--- config.mk ---
export PLATFORM = sky130hd
export DESIGN_NAME = cpu_sequencer_flat
export DESIGN_NICKNAME = d
export VERILOG_FILES = /design/src/rtl/cpu_seq_if.sv /design/src/rtl/cpu_sequencer.sv /design/src/flat_wrapper.sv
export SDC_FILE = /design/constraint.sdc
export NUM_CORES = 1
export LEC_CHECK = 0
export ABC_AREA = 1
export BUFFER_PORTS_ARGS = -buffer_cell sky130_fd_sc_hd__buf_2
export CAP_MARGIN = 20
export CORE_ASPECT_RATIO = 1.1
export CORE_MARGIN = 2
export CORE_UTILIZATION = 35
export CTS_CLUSTER_SIZE = 24
export DETAILED_ROUTE_END_ITERATION = 12
export HOLD_SLACK_MARGIN = 0.06
export PLACE_DENSITY = 0.73
export SYNTH_ARGS = -nofsm -noshare
export SYNTH_HDL_FRONTEND = slang
export SYNTH_SLANG_ARGS = --single-unit
--- constraint.sdc ---
create_clock -name clk -period 3.05 [get_ports clk]
set_input_delay 0.4575 -clock clk [delete_from_list [all_inputs] [get_ports clk]]
set_output_delay 0.4575 -clock clk [all_outputs]
set_load 0.02 [all_outputs]
--- src/rtl/cpu_seq_if.sv ---
// Sequencer-side bundle: decoder results and memory ack in, datapath strobes and status out.
// master drives the decoder/memory side, slave is the sequencer itself.
interface cpu_seq_if;
    logic        run;
    logic        branch_inst;
    logic        data_inst;
    logic        load_inst;
    logic        cond_pass;
    logic        set_flags;
    logic        mem_ack;
    logic        ir_load;
    logic        pc_en;
    logic        pc_sel;
    logic        reg_we;
    logic        flag_we;
    logic        mem_req;
    logic        retire;
    logic        fault;
    logic [2:0]  state;
    logic [31:0] instr_retired;
    logic [31:0] stall_cycles;

    modport master (
        output run, branch_inst, data_inst, load_inst, cond_pass, set_flags, mem_ack,
        input  ir_load, pc_en, pc_sel, reg_we, flag_we, mem_req, retire, fault, state,
               instr_retired, stall_cycles
    );

    modport slave (
        input  run, branch_inst, data_inst, load_inst, cond_pass, set_flags, mem_ack,
        output ir_load, pc_en, pc_sel, reg_we, flag_we, mem_req, retire, fault, state,
               instr_retired, stall_cycles
    );
endinterface

--- src/rtl/cpu_sequencer.sv ---
// Multi-cycle FETCH/DECODE/EXEC/MEM/WB control FSM for the ARM-subset core.
// Define CPU_SEQ_PERF_COUNT_EN to build the retired-instruction and MEM-stall counters.
module cpu_sequencer #(
    parameter int MEM_TIMEOUT = 16
) (
    input  logic      clk,
    input  logic      reset,
    cpu_seq_if.slave  bus
);
    typedef enum logic [2:0] {
        S_FETCH  = 3'd0,
        S_DECODE = 3'd1,
        S_EXEC   = 3'd2,
        S_MEM    = 3'd3,
        S_WB     = 3'd4,
        S_FAULT  = 3'd7
    } state_e;

    localparam int WAIT_W = $clog2(MEM_TIMEOUT + 1);
    localparam logic [WAIT_W-1:0] WAIT_LAST = WAIT_W'(MEM_TIMEOUT - 1);

    state_e            state_q, state_d;
    logic [WAIT_W-1:0] wait_q, wait_d;

    logic ir_load, pc_en, pc_sel, reg_we, flag_we, mem_req, retire, fault;

    always_comb begin
        // NOTE: every combinational output gets a default first so no path can infer a latch.
        state_d = state_q;
        wait_d  = wait_q;
        ir_load = 1'b0;
        pc_en   = 1'b0;
        pc_sel  = 1'b0;
        reg_we  = 1'b0;
        flag_we = 1'b0;
        mem_req = 1'b0;
        retire  = 1'b0;
        fault   = 1'b0;
        unique case (state_q)
            S_FETCH: begin
                if (bus.run) begin
                    ir_load = 1'b1;
                    state_d = S_DECODE;
                end
            end
            S_DECODE: state_d = S_EXEC;
            S_EXEC: begin
                if (bus.cond_pass && bus.branch_inst) begin
                    pc_en   = 1'b1;
                    pc_sel  = 1'b1;
                    retire  = 1'b1;
                    state_d = S_FETCH;
                end else if (bus.cond_pass && bus.load_inst) begin
                    wait_d  = '0;
                    state_d = S_MEM;
                end else if (bus.cond_pass && bus.data_inst) begin
                    state_d = S_WB;
                end else begin
                    // Condition failed or no class decoded: retire as a NOP.
                    pc_en   = 1'b1;
                    retire  = 1'b1;
                    state_d = S_FETCH;
                end
            end
            S_MEM: begin
                mem_req = 1'b1;
                if (bus.mem_ack) begin
                    state_d = S_WB;
                end else if (wait_q == WAIT_LAST) begin
                    state_d = S_FAULT;
                end else begin
                    wait_d = wait_q + 1'b1;
                end
            end
            S_WB: begin
                reg_we  = 1'b1;
                flag_we = bus.data_inst & bus.set_flags;
                pc_en   = 1'b1;
                retire  = 1'b1;
                state_d = S_FETCH;
            end
            S_FAULT: fault = 1'b1;
            default: state_d = S_FETCH;
        endcase
    end

    // NOTE: sequential state uses non-blocking assignments so every register samples pre-edge values.
    always_ff @(posedge clk) begin
        if (reset) begin
            state_q <= S_FETCH;
            wait_q  <= '0;
        end else begin
            state_q <= state_d;
            wait_q  <= wait_d;
        end
    end

    assign bus.ir_load = ir_load;
    assign bus.pc_en   = pc_en;
    assign bus.pc_sel  = pc_sel;
    assign bus.reg_we  = reg_we;
    assign bus.flag_we = flag_we;
    assign bus.mem_req = mem_req;
    assign bus.retire  = retire;
    assign bus.fault   = fault;
    assign bus.state   = state_q;

`ifdef CPU_SEQ_PERF_COUNT_EN
    logic [31:0] retired_q, stall_q;

    always_ff @(posedge clk) begin
        if (reset) begin
            retired_q <= '0;
            stall_q   <= '0;
        end else begin
            if (retire)                retired_q <= retired_q + 32'd1;
            if (mem_req && !bus.mem_ack) stall_q <= stall_q + 32'd1;
        end
    end

    assign bus.instr_retired = retired_q;
    assign bus.stall_cycles  = stall_q;
`else
    assign bus.instr_retired = 32'h0;
    assign bus.stall_cycles  = 32'h0;
`endif
endmodule

--- src/flat_wrapper.sv ---
// flat-port wrapper written by rule: the top's interface ports become plain ports
module cpu_sequencer_flat 
#(
    parameter int MEM_TIMEOUT = 16
)
  (clk, reset, bus_run, bus_branch_inst, bus_data_inst, bus_load_inst, bus_cond_pass, bus_set_flags, bus_mem_ack, bus_ir_load, bus_pc_en, bus_pc_sel, bus_reg_we, bus_flag_we, bus_mem_req, bus_retire, bus_fault, bus_state, bus_instr_retired, bus_stall_cycles);
  cpu_seq_if bus_i ();
  input  logic clk;
  input  logic reset;
  input wire logic [$bits(bus_i.run)-1:0] bus_run;
  input wire logic [$bits(bus_i.branch_inst)-1:0] bus_branch_inst;
  input wire logic [$bits(bus_i.data_inst)-1:0] bus_data_inst;
  input wire logic [$bits(bus_i.load_inst)-1:0] bus_load_inst;
  input wire logic [$bits(bus_i.cond_pass)-1:0] bus_cond_pass;
  input wire logic [$bits(bus_i.set_flags)-1:0] bus_set_flags;
  input wire logic [$bits(bus_i.mem_ack)-1:0] bus_mem_ack;
  output wire logic [$bits(bus_i.ir_load)-1:0] bus_ir_load;
  output wire logic [$bits(bus_i.pc_en)-1:0] bus_pc_en;
  output wire logic [$bits(bus_i.pc_sel)-1:0] bus_pc_sel;
  output wire logic [$bits(bus_i.reg_we)-1:0] bus_reg_we;
  output wire logic [$bits(bus_i.flag_we)-1:0] bus_flag_we;
  output wire logic [$bits(bus_i.mem_req)-1:0] bus_mem_req;
  output wire logic [$bits(bus_i.retire)-1:0] bus_retire;
  output wire logic [$bits(bus_i.fault)-1:0] bus_fault;
  output wire logic [$bits(bus_i.state)-1:0] bus_state;
  output wire logic [$bits(bus_i.instr_retired)-1:0] bus_instr_retired;
  output wire logic [$bits(bus_i.stall_cycles)-1:0] bus_stall_cycles;
  assign bus_i.run = bus_run;
  assign bus_i.branch_inst = bus_branch_inst;
  assign bus_i.data_inst = bus_data_inst;
  assign bus_i.load_inst = bus_load_inst;
  assign bus_i.cond_pass = bus_cond_pass;
  assign bus_i.set_flags = bus_set_flags;
  assign bus_i.mem_ack = bus_mem_ack;
  assign bus_ir_load = bus_i.ir_load;
  assign bus_pc_en = bus_i.pc_en;
  assign bus_pc_sel = bus_i.pc_sel;
  assign bus_reg_we = bus_i.reg_we;
  assign bus_flag_we = bus_i.flag_we;
  assign bus_mem_req = bus_i.mem_req;
  assign bus_retire = bus_i.retire;
  assign bus_fault = bus_i.fault;
  assign bus_state = bus_i.state;
  assign bus_instr_retired = bus_i.instr_retired;
  assign bus_stall_cycles = bus_i.stall_cycles;
  cpu_sequencer #(.MEM_TIMEOUT(MEM_TIMEOUT)) u_core (.clk(clk), .reset(reset), .bus(bus_i));
endmodule
==> metrics <==
result of the run complete, no violations; xor/xnor cell area share of the yosys netlist 0%; Max-cap violations 0; insertion delay of the later-clocked pin in the worst-skew pair 0.26 ns; count of filler cells inserted in the layout 323; delay of the slowest cell on the worst path 0.39 ns; number of sinks handled by clock tree synthesis 8; cell row count 20; Detail Route Antenna Nets 0; clock input transition at the sequential cells of the worst setup and hold paths 0.06 ns; total gr overflow 0; Clock Skew 0.00137 ns; Post-DP HPWL 1420 µm; Final TNS setup 0 ns; sum of buffers and inverters on the critical path 2; data required time of the worst path 2.59 ns; Critical-path top delay cell dfxtp_1; hold bufs inserted after CTS 0; Crit Path Max Fanout 5; Die Span Y 61.7 µm; first-pass GRT wire length 2500 µm; Crit Path Class flop to output port; via/cell ratio 3.73; H-tree depth 1; post-route worst setup slack 1.12 ns; hold-critical path endpoint u_core.wait_q[4]; portion of the post-synthesis area used by sequential elements 15.1%; RSZ-0062 raised after global routing no; CTS tree built; starting density of the core 37.5%; Diodes inserted 0; routability congestion estimate 0.856; I/O Pins 84; Synthesis Warnings 0; DRT Wirelength 1630 µm; start of the worst register-to-register path u_core.wait_q[0]; simple logic cell fraction of the synthesized area 24.3%; adder-cell area share of the yosys netlist 2.36%; type of origin of the critical path flop; Area Growth Syn to Fin -8.74%; Core Area 2830 µm²; endpoint kind of the worst setup timing path output port; total number of vias 787; buffer type at the clock tree root clkbuf_4; worst hold path startpoint reset; count of final hold-check violations 0; dominant combinational cell family by area after synthesis buffers and inverters; largest net degree at the start of global routing 7; average wire per standard cell 7.72 µm; horizontal die dimension 56.5 µm; number of distinct library cells after synthesis 19; peak supply drop 0.207 mV; Post-CTS Setup Inserts 0; R2R Path End u_core.wait_q[3]; share of cells above drive strength 1 16.9%; Gate Count Post-Synth 158; fraction of synthesized area in multiplexers 0%; Setup Slack @ Placement 1.38 ns; IO buf count 19; hold crit path type primary input to flop; number of antenna violations at the first check in global routing 0; overall global routing resource usage 9.68%; number of cells on the worst reg-to-reg path 10; total power of the final layout 0.405 mW; vias in the first global route 608; total setup violations reported at the end of the flow 0; average instance area after synthesis 6.71 µm²; die area 3480 µm²; number of buffers on the longest clock path 2; Arr. time, crit path 1.47 ns; final period demand of the worst path 1.93 ns; worst-path cell chain inv_1 > nor2_1 > nand2_1 > o31ai_1 > buf_2; power density relative to cell area 418 nW/µm²; CTS resizes 0; setup slack on the worst flop-to-flop path 1.49 ns; leakage power summed over all cells 0.560 nW; number of stages on the worst hold path 2; DRC marker count from the first detailed-route iteration 11; Cell Area, Synth 1060 µm²; number of iterations in the first detailed-routing pass 4; number of buffers created by CTS 3; nets@finish 191; fraction of the mapped netlist area in compound gates 5.79%; family with the most delay on the worst path flip-flops; register bit total from synthesis 8; portion of the clock cycle consumed by the worst path in the final layout 63.1%; # DRC 0; timing-limited maximum frequency 0.519 GHz; Max Transition Viols Final 0
## kinds of logic (layout without fill, tap and decap cells)
group | count (synthesis) | count (layout)
and+or+nand+nor | 54 | 54
other | 1 | 64
adders and majority gates | 2 | 2
AOI/OAI and AO/OA | 11 | 11
buffers and inverters | 82 | 39
DFF | 8 | 8
## layout by cell type, fill, tap and decap left out
cell	instances
a21oi_1	7
and3b_1	1
nand3_2	3
conb_1	64
nand2_2	1
nand2_1	21
a21oi_2	1
inv_2	1
or2_1	1
nor2_1	17
o21ai_0	2
ha_1	2
buf_2	19
o31ai_1	1
dfxtp_1	8
nor2_4	2
nand4_1	1
inv_1	16
nand3_1	7
clkbuf_4	3
## worst max-delay path by stage
| stage | start | endpoint | slack (ns) | cells past startpoint |
|---|---|---|---|---|
| 2_1_floorplan | u_core.bus.state[1] | bus_retire | 0.89 | 5 |
| 3_3_place_gp | bus_data_inst | bus_pc_en | 1.39 | 4 |
| 3_5_place_dp | bus_data_inst | bus_pc_en | 1.38 | 4 |
| 4_1_cts | u_core.bus.state[1] | bus_pc_en | 1.11 | 5 |
| 5_1_grt | u_core.bus.state[1] | bus_retire | 1.01 | 5 |
| 6_report | u_core.bus.state[1] | bus_retire | 1.12 | 5 |
## layout make-up
class | instances | area [µm²] | area share [%]
flip-flops and latches | 8 | 160 | 16.6
clock buffers | 3 | 22.5 | 2.33
multi-input cells | 131 | 584 | 60.4
well taps | 33 | 41.3 | 4.27
repair buffers | 19 | 95.1 | 9.83
inverters | 17 | 63.8 | 6.60
## cell usage after synthesis (all sizes together)
cell type / number / area, µm²
and3b: 1 / 8.76
ha: 2 / 25.0
buf: 65 / 488
dfxtp: 8 / 160
inv: 17 / 63.8
a21oi: 8 / 43.8
nand3: 10 / 65.1
o31ai: 1 / 7.51
nand2: 22 / 85.1
o21ai: 2 / 10.0
or2: 1 / 6.26
nor2: 19 / 86.3
conb: 1 / 3.75
nand4: 1 / 6.26
## report_power, final
part / switching (mW) / leakage, nW / internal [mW] / total, mW
sequential: 0.0122 / 0.0649 / 0.113 / 0.125
combinational: 0.153 / 0.481 / 0.0408 / 0.194
clock: 0.0405 / 0.0138 / 0.0453 / 0.0858
## worst register-to-register path: cells and delay by family, from the launching register on
family / cells / cell delay, ns
buffers and inverters: 1 / 0.08
DFF: 1 / 0.33
and+or+nand+nor: 7 / 0.65
adders and majority gates: 2 / 0.39
## routing by layer
metal | wire length (µm) | global-route usage (%) | up-vias
met1 | 642 | 10.1 | 340
met2 | 785 | 16.6 | 48
li1 | - | - | 397
met3 | 177 | 3.93 | 2
met4 | 23 | 6.12 | 0
met5 | 0 | 0 | -
## stage by stage
step / cell area [µm²] / hold slack, ns / util (%) / instances
global placement: 945 / 0.456 / 33.4 / 208
detailed placement: 945 / 0.467 / 33.4 / 208
floorplan: 1300 / 0.443 / - / 221
CTS: 967 / 0.427 / 34.2 / 211
global route: 967 / 0.438 / 34.2 / 211
finish: 967 / 0.445 / 34.2 / 211
## flip-flops by register name, summed over array words and instances (netlist names)
register / count
u_core.bus.state: 3
u_core.wait_q: 5
Power figures use the tool's default switching activity.
